===== config.mk =====
export PLATFORM = sky130hd
export DESIGN_NAME = rggen_bus_access_controller
export DESIGN_NICKNAME = d
export VERILOG_FILES = /design/src/rtl/rggen_bus_access_controller.sv
export SDC_FILE = /design/constraint.sdc
export NUM_CORES = 1
export LEC_CHECK = 0
export ABC_AREA = 1
export CAP_MARGIN = 30
export CORE_ASPECT_RATIO = 1.25
export CORE_MARGIN = 2
export CORE_UTILIZATION = 39
export CTS_CLUSTER_SIZE = 14
export DETAILED_ROUTE_END_ITERATION = 12
export GPL_TIMING_DRIVEN = 0
export PLACE_DENSITY = 0.9
export SYNTH_ARGS = -nofsm -noshare
export SYNTH_HDL_FRONTEND = slang
export SYNTH_SLANG_ARGS = --single-unit

===== constraint.sdc =====
create_clock -name i_clk -period 1.6 [get_ports i_clk]
set_clock_uncertainty 0.2 [all_clocks]
set_input_delay 0.32 -clock i_clk [delete_from_list [all_inputs] [get_ports i_clk]]
set_output_delay 0.32 -clock i_clk [all_outputs]
set_load 0.02 [all_outputs]

===== src/rtl/rggen_bus_access_controller.sv =====
// Host-to-register-slice access controller: latches one host request, broadcasts it to
// all slices during BUSY, merges the completing slices' replies and returns a one-cycle response.
module rggen_bus_access_controller #(
  parameter int ADDRESS_WIDTH = 8,
  parameter int BUS_WIDTH     = 32,
  parameter int REGISTERS     = 1,
  parameter int TIMEOUT       = 0
)(
  input  logic                           i_clk,
  input  logic                           i_rst_n,
  input  logic                           i_request_valid,
  input  logic [1:0]                     i_request_access,
  input  logic [ADDRESS_WIDTH-1:0]       i_request_address,
  input  logic [BUS_WIDTH-1:0]           i_request_write_data,
  input  logic [BUS_WIDTH/8-1:0]         i_request_strobe,
  output logic                           o_request_ready,
  output logic [1:0]                     o_response_status,
  output logic [BUS_WIDTH-1:0]           o_response_read_data,
  output logic                           o_register_valid,
  output logic [1:0]                     o_register_access,
  output logic [ADDRESS_WIDTH-1:0]       o_register_address,
  output logic [BUS_WIDTH-1:0]           o_register_write_data,
  output logic [BUS_WIDTH/8-1:0]         o_register_strobe,
  input  logic [REGISTERS-1:0]           i_register_active,
  input  logic [REGISTERS-1:0]           i_register_ready,
  input  logic [2*REGISTERS-1:0]         i_register_status,
  input  logic [BUS_WIDTH*REGISTERS-1:0] i_register_read_data
);

  localparam int STROBE_WIDTH = BUS_WIDTH / 8;
  localparam int COUNT_WIDTH  = (TIMEOUT > 0) ? $clog2(TIMEOUT + 1) : 1;

  localparam logic [1:0] STATUS_OKAY   = 2'b00;
  localparam logic [1:0] STATUS_SLVERR = 2'b10;
  localparam logic [1:0] STATUS_DECERR = 2'b11;

  typedef enum logic [1:0] {
    IDLE    = 2'b00,
    BUSY    = 2'b01,
    RESPOND = 2'b10
  } state_e;

  state_e                     state_r;
  state_e                     state_next_s;

  logic [1:0]                 access_r;
  logic [ADDRESS_WIDTH-1:0]   address_r;
  logic [BUS_WIDTH-1:0]       write_data_r;
  logic [STROBE_WIDTH-1:0]    strobe_r;

  logic                       valid_r;
  logic                       ready_r;
  logic [1:0]                 status_r;
  logic [BUS_WIDTH-1:0]       read_data_r;

  logic [REGISTERS-1:0]       hit_s;
  logic                       any_active_s;
  logic                       any_hit_s;
  logic                       timeout_s;
  logic [1:0]                 hit_status_s;
  logic [BUS_WIDTH-1:0]       hit_data_s;
  logic [1:0]                 capture_status_s;
  logic [BUS_WIDTH-1:0]       capture_data_s;

  assign hit_s        = i_register_active & i_register_ready;
  assign any_active_s = |i_register_active;
  assign any_hit_s    = |hit_s;

  // OR-merge status and read data of every slice that is both active and ready.
  always_comb begin
    hit_status_s = STATUS_OKAY;
    hit_data_s   = '0;
    for (int k = 0; k < REGISTERS; k++) begin
      hit_status_s = hit_status_s | ({2{hit_s[k]}} & i_register_status[2*k+:2]);
      hit_data_s   = hit_data_s | ({BUS_WIDTH{hit_s[k]}} & i_register_read_data[BUS_WIDTH*k+:BUS_WIDTH]);
    end
  end

  generate
    if (TIMEOUT > 0) begin : g_timeout
      logic [COUNT_WIDTH-1:0] count_r;

      // Saturating BUSY-cycle counter; held at zero outside BUSY so each access starts fresh.
      always_ff @(posedge i_clk or negedge i_rst_n) begin
        if (!i_rst_n) begin
          count_r <= '0;
        end else if (state_r != BUSY) begin
          count_r <= '0;
        end else if (count_r != COUNT_WIDTH'(TIMEOUT)) begin
          count_r <= count_r + COUNT_WIDTH'(1);
        end
      end

      // The cycle whose increment would reach TIMEOUT is the last BUSY cycle.
      assign timeout_s = (state_r == BUSY) && (count_r == COUNT_WIDTH'(TIMEOUT - 1));
    end else begin : g_no_timeout
      assign timeout_s = 1'b0;
    end
  endgenerate

  // Next-state and response selection; a late ready beats the timeout in the same cycle.
  always_comb begin
    state_next_s     = state_r;
    capture_status_s = STATUS_OKAY;
    capture_data_s   = '0;
    case (state_r)
      IDLE: begin
        if (i_request_valid) begin
          state_next_s = BUSY;
        end else begin
          state_next_s = IDLE;
        end
      end
      BUSY: begin
        if (!any_active_s) begin
          state_next_s     = RESPOND;
          capture_status_s = STATUS_DECERR;
        end else if (any_hit_s) begin
          state_next_s     = RESPOND;
          capture_status_s = hit_status_s;
          capture_data_s   = hit_data_s;
        end else if (timeout_s) begin
          state_next_s     = RESPOND;
          capture_status_s = STATUS_SLVERR;
        end else begin
          state_next_s     = BUSY;
        end
      end
      RESPOND: begin
        state_next_s = IDLE;
      end
      default: begin
        state_next_s = IDLE;
      end
    endcase
  end

  // State, registered handshake outputs and response; response regs are zero except in RESPOND.
  always_ff @(posedge i_clk or negedge i_rst_n) begin
    if (!i_rst_n) begin
      state_r     <= IDLE;
      valid_r     <= 1'b0;
      ready_r     <= 1'b0;
      status_r    <= STATUS_OKAY;
      read_data_r <= '0;
    end else begin
      state_r     <= state_next_s;
      valid_r     <= (state_next_s == BUSY);
      ready_r     <= (state_next_s == RESPOND);
      status_r    <= capture_status_s;
      read_data_r <= capture_data_s;
    end
  end

  // Request payload is captured only on acceptance, so it stays stable through BUSY.
  always_ff @(posedge i_clk or negedge i_rst_n) begin
    if (!i_rst_n) begin
      access_r     <= 2'b00;
      address_r    <= '0;
      write_data_r <= '0;
      strobe_r     <= '0;
    end else if ((state_r == IDLE) && i_request_valid) begin
      access_r     <= i_request_access;
      address_r    <= i_request_address;
      write_data_r <= i_request_write_data;
      strobe_r     <= i_request_strobe;
    end
  end

  assign o_request_ready       = ready_r;
  assign o_response_status     = status_r;
  assign o_response_read_data  = read_data_r;
  assign o_register_valid      = valid_r;
  assign o_register_access     = access_r;
  assign o_register_address    = address_r;
  assign o_register_write_data = write_data_r;
  assign o_register_strobe     = strobe_r;

endmodule


==> Word-level counts from Yosys, hierarchy flattened <==
Cells that the tools add are included.
{ "classes": {"eq_ne": 3, "n_bitwise": 3, "muxes": 10, "n_reduce_logical": 2} }
{ "ops": {"columns": ["cell", "count"], "rows": [
  ["32-bit 2-to-1 mux", 3],
  ["32-bit AND", 1],
  ["2-bit 2-to-1 mux", 5],
  ["2-bit by 1-bit == test with 1-bit output, second input constant", 2],
  ["2-bit case mux with 2 select lines", 1],
  ["2-bit AND", 1],
  ["2-bit == test, second input constant", 1],
  ["2-bit zero test", 1],
  ["1-bit AND", 1],
  ["1-bit logical AND", 1],
  ["1-bit 2-to-1 mux", 1]
]} }
{ "totals": {"register_bits": 84, "wordCells": 27, "inputBits": 85} }

==> Longest topological paths before layout <==
Gate-level depths: netlist of run 1.
{ "logic_depth": {"ltp_word": 5, "ltp_mapped": 6} }

==> Least setup slack after synthesis of run 1 <==
OpenSTA, ideal clock, no wires.
{ "synth_timing": {"kind": "register -> register", "startpoint": "reg state_r[1]", "endpoint": "reg write_data_r[21], in the netlist o_register_write_data[21]", "path_slack_ps": 375, "setup_time_ps": 117, "arrival_ps": 908, "path_buffers": 2, "path_stages_with_launch": 7, "t_required_ps": 1283, "path_cell_list": "dfrtp_1 > nor2_2 > nand2_1 > buf_6 > buf_6 > nand2_1 > nand2_1"} }
{ "synth_via": {"elab_chain_cells": 2} }
{ "synth_rtl": {"columns": ["item", "line", "source"], "rows": [
  ["start: declaration", "43", "state_e state_r;"],
  ["start signal: assignment", "147", "state_r <= state_next_s;"],
  ["2-bit zero test", "162", "end else if ((state_r == IDLE) && i_request_valid) begin"],
  ["1-bit logical AND", "162", null],
  ["end signal: assignment", "165", "write_data_r <= i_request_write_data;"],
  ["end: declaration", "48", "logic [BUS_WIDTH-1:0] write_data_r;"]
]} }
Every way passes these cells.
A chain may end at the register's enable or synchronous reset.

==> Worst setup path in the final report of run 1 <==
{ "layout_timing": {"startpoint": "reg write_data_r[4], in the netlist o_register_write_data[4]", "endpoint": "out o_register_write_data[4]"} }
{ "layout_rtl": {"columns": ["item", "line", "source"], "rows": [
  ["end: declaration", "22", "output logic [BUS_WIDTH-1:0] o_register_write_data,"]
]} }
No word-level cell between the ends.

==> results of run 1 <==
==> sequential cells by signal (all words and copies together), names as in the netlist <==
signal,flops
o_request_ready,1
o_response_read_data,32
o_response_status,2
o_register_write_data,32
o_register_access,2
state_r,2
o_register_strobe,4
o_register_address,8
o_register_valid,1
==> synth_stat cells (all sizes together) <==
cell,count,area [um2]
a21oi,4,20.02
buf,26,176.4
clkbuf,1,3.750
dfrtp,84,2102
inv,3,11.26
nand2,95,356.6
nand3,78,390.4
nor2,35,133.9
o21ai,2,10.01
==> where the power goes <==
group	internal (mW)	switching [mW]	total, mW	leakage [nW]
logic	0.985	1.40	2.38	1.44
registers	2.58	0.242	2.83	1.09
clock network	0.921	0.706	1.63	0.107
==> metal layers <==
layer	GRT usage	wire, um	up-vias
met3	0.07439	839	14
met2	0.3209	4364	130
li1	-	-	1399
met5	0	0	-
met4	0.07710	161	0
met1	0.2218	3127	1388
==> kinds of logic (layout without fill, tap and decap cells) <==
group                  Yosys count  count (layout)  share of synthesized area
buffers and inverters           30             212                    0.05974
flip-flops                      84              84                     0.6560
AND/OR/NAND/NOR                208             208                     0.2749
AO/OA/AOI/OAI                    6               6                   0.009372
==> how the worst max path moves through the flow <==
stage                                                from                                     to  slack (ns)
finish               o_register_write_data[4]$_DFFE_PN0P_               o_register_write_data[4]        0.04
floorplan                            state_r[1]$_DFF_PN0_  o_register_write_data[21]$_DFFE_PN0P_        0.38
detailed placement                        i_request_valid   o_register_write_data[8]$_DFFE_PN0P_       -0.14
global route        o_register_write_data[29]$_DFFE_PN0P_              o_register_write_data[29]      0.0005
CTS                 o_register_write_data[28]$_DFFE_PN0P_              o_register_write_data[28]       0.002
global placement                                  i_rst_n     o_response_read_data[10]$_DFF_PN0_       -2.75
==> final cells by class <==
type | count | area (um2)
Buffer | 27 | 180.2
Clock buffer | 12 | 145.1
Clock inverter | 4 | 72.57
Fill cell | 631 | 2760
Inverter | 3 | 11.26
Multi-Input combinational cell | 214 | 910.9
Sequential cell | 84 | 2102
Tap cell | 95 | 118.9
Timing Repair Buffer | 166 | 1582
==> cells in the final DEF, fill, tap and decap left out, types with 2 or more instances in the layout <==
cell	synthesis	layout
a21oi_1	4	4
buf_2	18	18
buf_4	1	2
buf_6	7	7
bufinv_16	0	2
clkbuf_1	1	3
clkbuf_2	0	8
clkbuf_8	0	10
clkdlybuf4s15_1	0	36
clkdlybuf4s50_1	0	81
dfrtp_1	84	84
dlygate4sd2_1	0	38
inv_1	3	3
nand2_1	95	95
nand3_1	78	78
nor2_1	34	34
o21ai_0	2	2
==> timing repair <==
action	4_1_cts	5_1_grt
endpoints found under the setup margin	82	40
resized for setup	94	40
hold buffers	1	0
endpoints found under the hold margin	42	0
==> results.md, run 1 <==
- Run status: finished, final reports clean
- Crit path depth: 1
- Core box area: 0.007883 mm2
- Num CTS Buffers: 9
- Synth Register Bits: 84
- Reg2Reg Depth: 6
- Via density: 4.845
- Setup Fix Bufs, Post-CTS: 0
- Die area: 0.008962 mm2
- Routed len/inst: 14.04 um
- Placed cell count: 588
- Final ANT Viol Nets: 0
- WHS Path Cells: 3
- Reg2reg start: state_r[1]$_DFF_PN0_
- Slew margin rel.: 0.6324
- IO buf count: 164
- Setup crit end kind: primary output
- Detailed placement HPWL: 6.536 mm
- Critical Path AT: 1.04 ns
- Antenna violations before repair: 0
- Final setup fails: 0
- Power Dens Cells: 1334 mW/mm2
- Worst Path Buf+Inv: 1
- Register area share after synthesis: 0.6560
- Final Cycle Share: 0.9725
- Drt drc: 0
- Largest net degree at the start of global routing: 44
- Critical Path RT: 1.08 ns
- Hold slack: 0.08408 ns
- Setup CP Type: reg2out
- Slew Viols, Final: 0
- Netlist area before placement: 0.003204 mm2
- Top Family by Delay on Critical Path: flip-flops
- Hold/Removal Path Class: in2reg
- Final Hold Viols: 0
- Syn_nets: 413
- Routed WL: 8.492 mm
- Non-filler cells, final: 605
- Pre-CTS setup slack: -0.1382 ns
- TritonCTS clock tree: yes
- Final WS setup: 0.04394 ns
- CTS root buffer: clkbuf_8
- RSZ-0062 raised after global routing: no
- GPL Wtd Cong: 0.7833
- Net count of the finished layout: 590
- Io pins: 167
- Crit-path max cell delay: 0.39 ns
- Global-route wire length before repair: 13.70 mm
- CP Cell Sequence: clkdlybuf4s15_1
- GRT overflow: 0
- Die H: 105.3 um
- Gr usage total: 0.1929
- Worst VDD drop: 0.7292 mV
- Pleak: 2.639 nW
- Clock buffer depth: 2
- Synth-to-Final Area Change: 59.86%
- First drt pass iteration count: 4
- Vias post-DR: 2931
- WHS Endpoint: o_response_read_data[31]$_DFF_PN0_
- Setup crit start kind: flip-flop
- Max Cap Viol: 0
- Cells after Synth: 328
- Row count: 36
- Worst-path clk slew: 0.09 ns
- Initial DRC Count: 125
- Final setup TNS: 0 ns
- Diodes inserted: 0
- Reg2reg setup slack: 0.23 ns
- Mean Syn Cell Area: 9.769 um2
- Slowest CP cell: dfrtp_1
- Netlist cell types: 12
- Post-layout min period: 1.556 ns
- Yosys warning count: 0
- Final core utilization: 0.6498
- H-tree Lvls: 3
- Starting Density: 0.4065
- Vias in the first global route: 2925
- Peak Freq: 0.6426 GHz
- Worst skew pair latency: 0.34 ns
- Hold wc startpoint: i_register_ready
- DP Area: 0.004982 mm2
- Worst Tran Pin Value: 0.5514 ns
- Total power: 6.835 mW
- Share of layout cells above drive strength 1: 0.1000
- Die X: 85.08 um
- Worst r2r dst: o_register_address[0]$_DFFE_PN0P_
- CP Max Fanout: 2
- Design Area, Final: 0.005122 mm2
- CTS Sinks: 84
No activity file was read; power rests on OpenSTA's default activity.
==> inputs of run 2 (changes only) <==
- CELL_PAD_IN_SITES_DETAIL_PLACEMENT: unset -> 1
- CELL_PAD_IN_SITES_GLOBAL_PLACEMENT: unset -> 1
- CORE_UTILIZATION: 39 -> 28
- CTS_CLUSTER_DIAMETER: unset -> 150
- SLEW_MARGIN: unset -> 20
==> results.md, run 2 (synthesis gave the netlist of run 1 again) <==
- Run status: finished, final reports clean
- Die H: 123.6 um
- H-tree Lvls: 3
- Via density: 4.640
- Post-layout min period: 1.560 ns
- Crit-path max cell delay: 0.39 ns
- Routed WL: 10.14 mm
- Die X: 99.68 um
- Final setup TNS: 0 ns
- Worst Tran Pin Value: 0.4191 ns
- Worst VDD drop: 0.6818 mV
- Largest net degree at the start of global routing: 56
- Gr usage total: 0.1685
- Initial DRC Count: 54
- Setup Fix Bufs, Post-CTS: 0
- Final ANT Viol Nets: 0
- Final WS setup: 0.03995 ns
- Setup crit end kind: primary output
- Slowest CP cell: dfrtp_1
- Drt drc: 0
- CTS root buffer: clkbuf_16
- Pleak: 2.753 nW
- Reg2reg setup slack: 0.23 ns
- Most frequent cells in the layout: 95 x nand2_1, 84 x dfrtp_1, 81 x clkdlybuf4s50_1
- Max Cap Viol: 0
- Vias in the first global route: 3293
- Diodes inserted: 0
- TritonCTS clock tree: yes
- GPL Wtd Cong: 0.7226
- Die area: 0.01232 mm2
- Final core utilization: 0.4730
- Slew Viols, Final: 0
- Clock buffer depth: 2
- GRT overflow: 0
- Io pins: 167
- Setup crit start kind: flip-flop
- Commonest non-fill, non-tap cell in the layout: nand2_1
- Hold wc startpoint: i_register_active
- Power Dens Cells: 1400 mW/mm2
- Final setup fails: 0
- Core box area: 0.01114 mm2
- Slew margin rel.: 0.7206
- DP Area: 0.005040 mm2
- Design Area, Final: 0.005268 mm2
- Worst skew pair latency: 0.32 ns
- Row count: 43
- Hold/Removal Path Class: in2reg
- Reg2reg start: state_r[1]$_DFF_PN0_
- Reg2Reg Depth: 6
- Hold slack: 0.09600 ns
- WHS Endpoint: o_response_read_data[2]$_DFF_PN0_
- Peak Freq: 0.6410 GHz
- Net count of the finished layout: 590
- Worst-path clk slew: 0.06 ns
- CTS Sinks: 84
- CP Max Fanout: 2
- Pre-CTS setup slack: -0.1552 ns
- First drt pass iteration count: 4
- Vias post-DR: 2993
- Final Cycle Share: 0.9750
- Share of layout cells above drive strength 1: 0.08824
- Worst r2r dst: o_register_write_data[27]$_DFFE_PN0P_
- Worst Path Buf+Inv: 1
- Final Hold Viols: 0
- CP Cell Sequence: dlygate4sd2_1
- Top Family by Delay on Critical Path: flip-flops
- Global-route wire length before repair: 16.25 mm
- Synth-to-Final Area Change: 64.39%
- Routed len/inst: 15.71 um
- IO buf count: 164
- Detailed placement HPWL: 7.788 mm
- WHS Path Cells: 3
- Num CTS Buffers: 9
- Antenna violations before repair: 0
- Setup CP Type: reg2out
- Starting Density: 0.2877
- Critical Path RT: 1.08 ns
- RSZ-0062 raised after global routing: no
- Critical Path AT: 1.04 ns
-- run 2: cell types whose count changed in the layout (fill, tap and decap cells not counted), sizes merged --
cell,before,now
dlygate4sd2,38,76
clkdlybuf4s15,36,6
clkbuf,21,12
clkinv,1,3
bufinv,2,1
-- run 2: stage by stage --
step | power [mW] | std cells
global placement | 5.506 | 627
floorplan | 4.144 | 328
global route | 7.781 | 645
finish | 7.376 | 645
CTS | 7.449 | 645
detailed placement | 5.639 | 628
-- run 2: repair_timing --
item | CTS | global route
resized for setup | 82 | 6
hold endpoints to repair | 29 | 0
endpoints found under the setup margin | 82 | 6
pin swaps | 0 | 0
hold buffers | 1 | 0
-- run 2: final cells by class --
| cell class | instances | area [um2] |
|---|---|---|
| Fill cell | 1279 | 5869 |
| Sequential cell | 84 | 2102 |
| Timing Repair Buffer | 166 | 1582 |
| Multi-Input combinational cell | 214 | 910.9 |
| Clock buffer | 11 | 252.7 |
| Buffer | 27 | 180.2 |
| Tap cell | 135 | 168.9 |
| Clock inverter | 5 | 60.06 |
| Inverter | 3 | 11.26 |
-- run 2: layer usage --
layer	part of all wire	wire (um)	GRT usage
met1	0.40	4004	0.1870
met4	0.010	101	0.04281
met5	0	0	0
met2	0.51	5166	0.3079
met3	0.085	862	0.05892
-- run 2: how the worst max path moves through the flow --
stage                                         start  slack (ns)                                     to  depth (start not counted)
6_report       o_register_write_data[3]$_DFFE_PN0P_        0.04               o_register_write_data[3]                          1
3_3_place_gp                                i_rst_n       -2.97      o_response_read_data[9]$_DFF_PN0_                          1
3_5_place_dp                        i_request_valid       -0.16  o_register_write_data[27]$_DFFE_PN0P_                          5
2_1_floorplan                  state_r[1]$_DFF_PN0_        0.38  o_register_write_data[21]$_DFFE_PN0P_                          6
5_1_grt           o_register_address[1]$_DFFE_PN0P_       0.002                  o_register_address[1]                          1
4_1_cts        o_register_write_data[2]$_DFFE_PN0P_        0.01               o_register_write_data[2]                          1
-- run 2: report_power, final --
| part | internal (mW) | switching [mW] |
|---|---|---|
| combinational | 0.958 | 1.45 |
| sequential | 2.59 | 0.236 |
| clock | 1.30 | 0.843 |
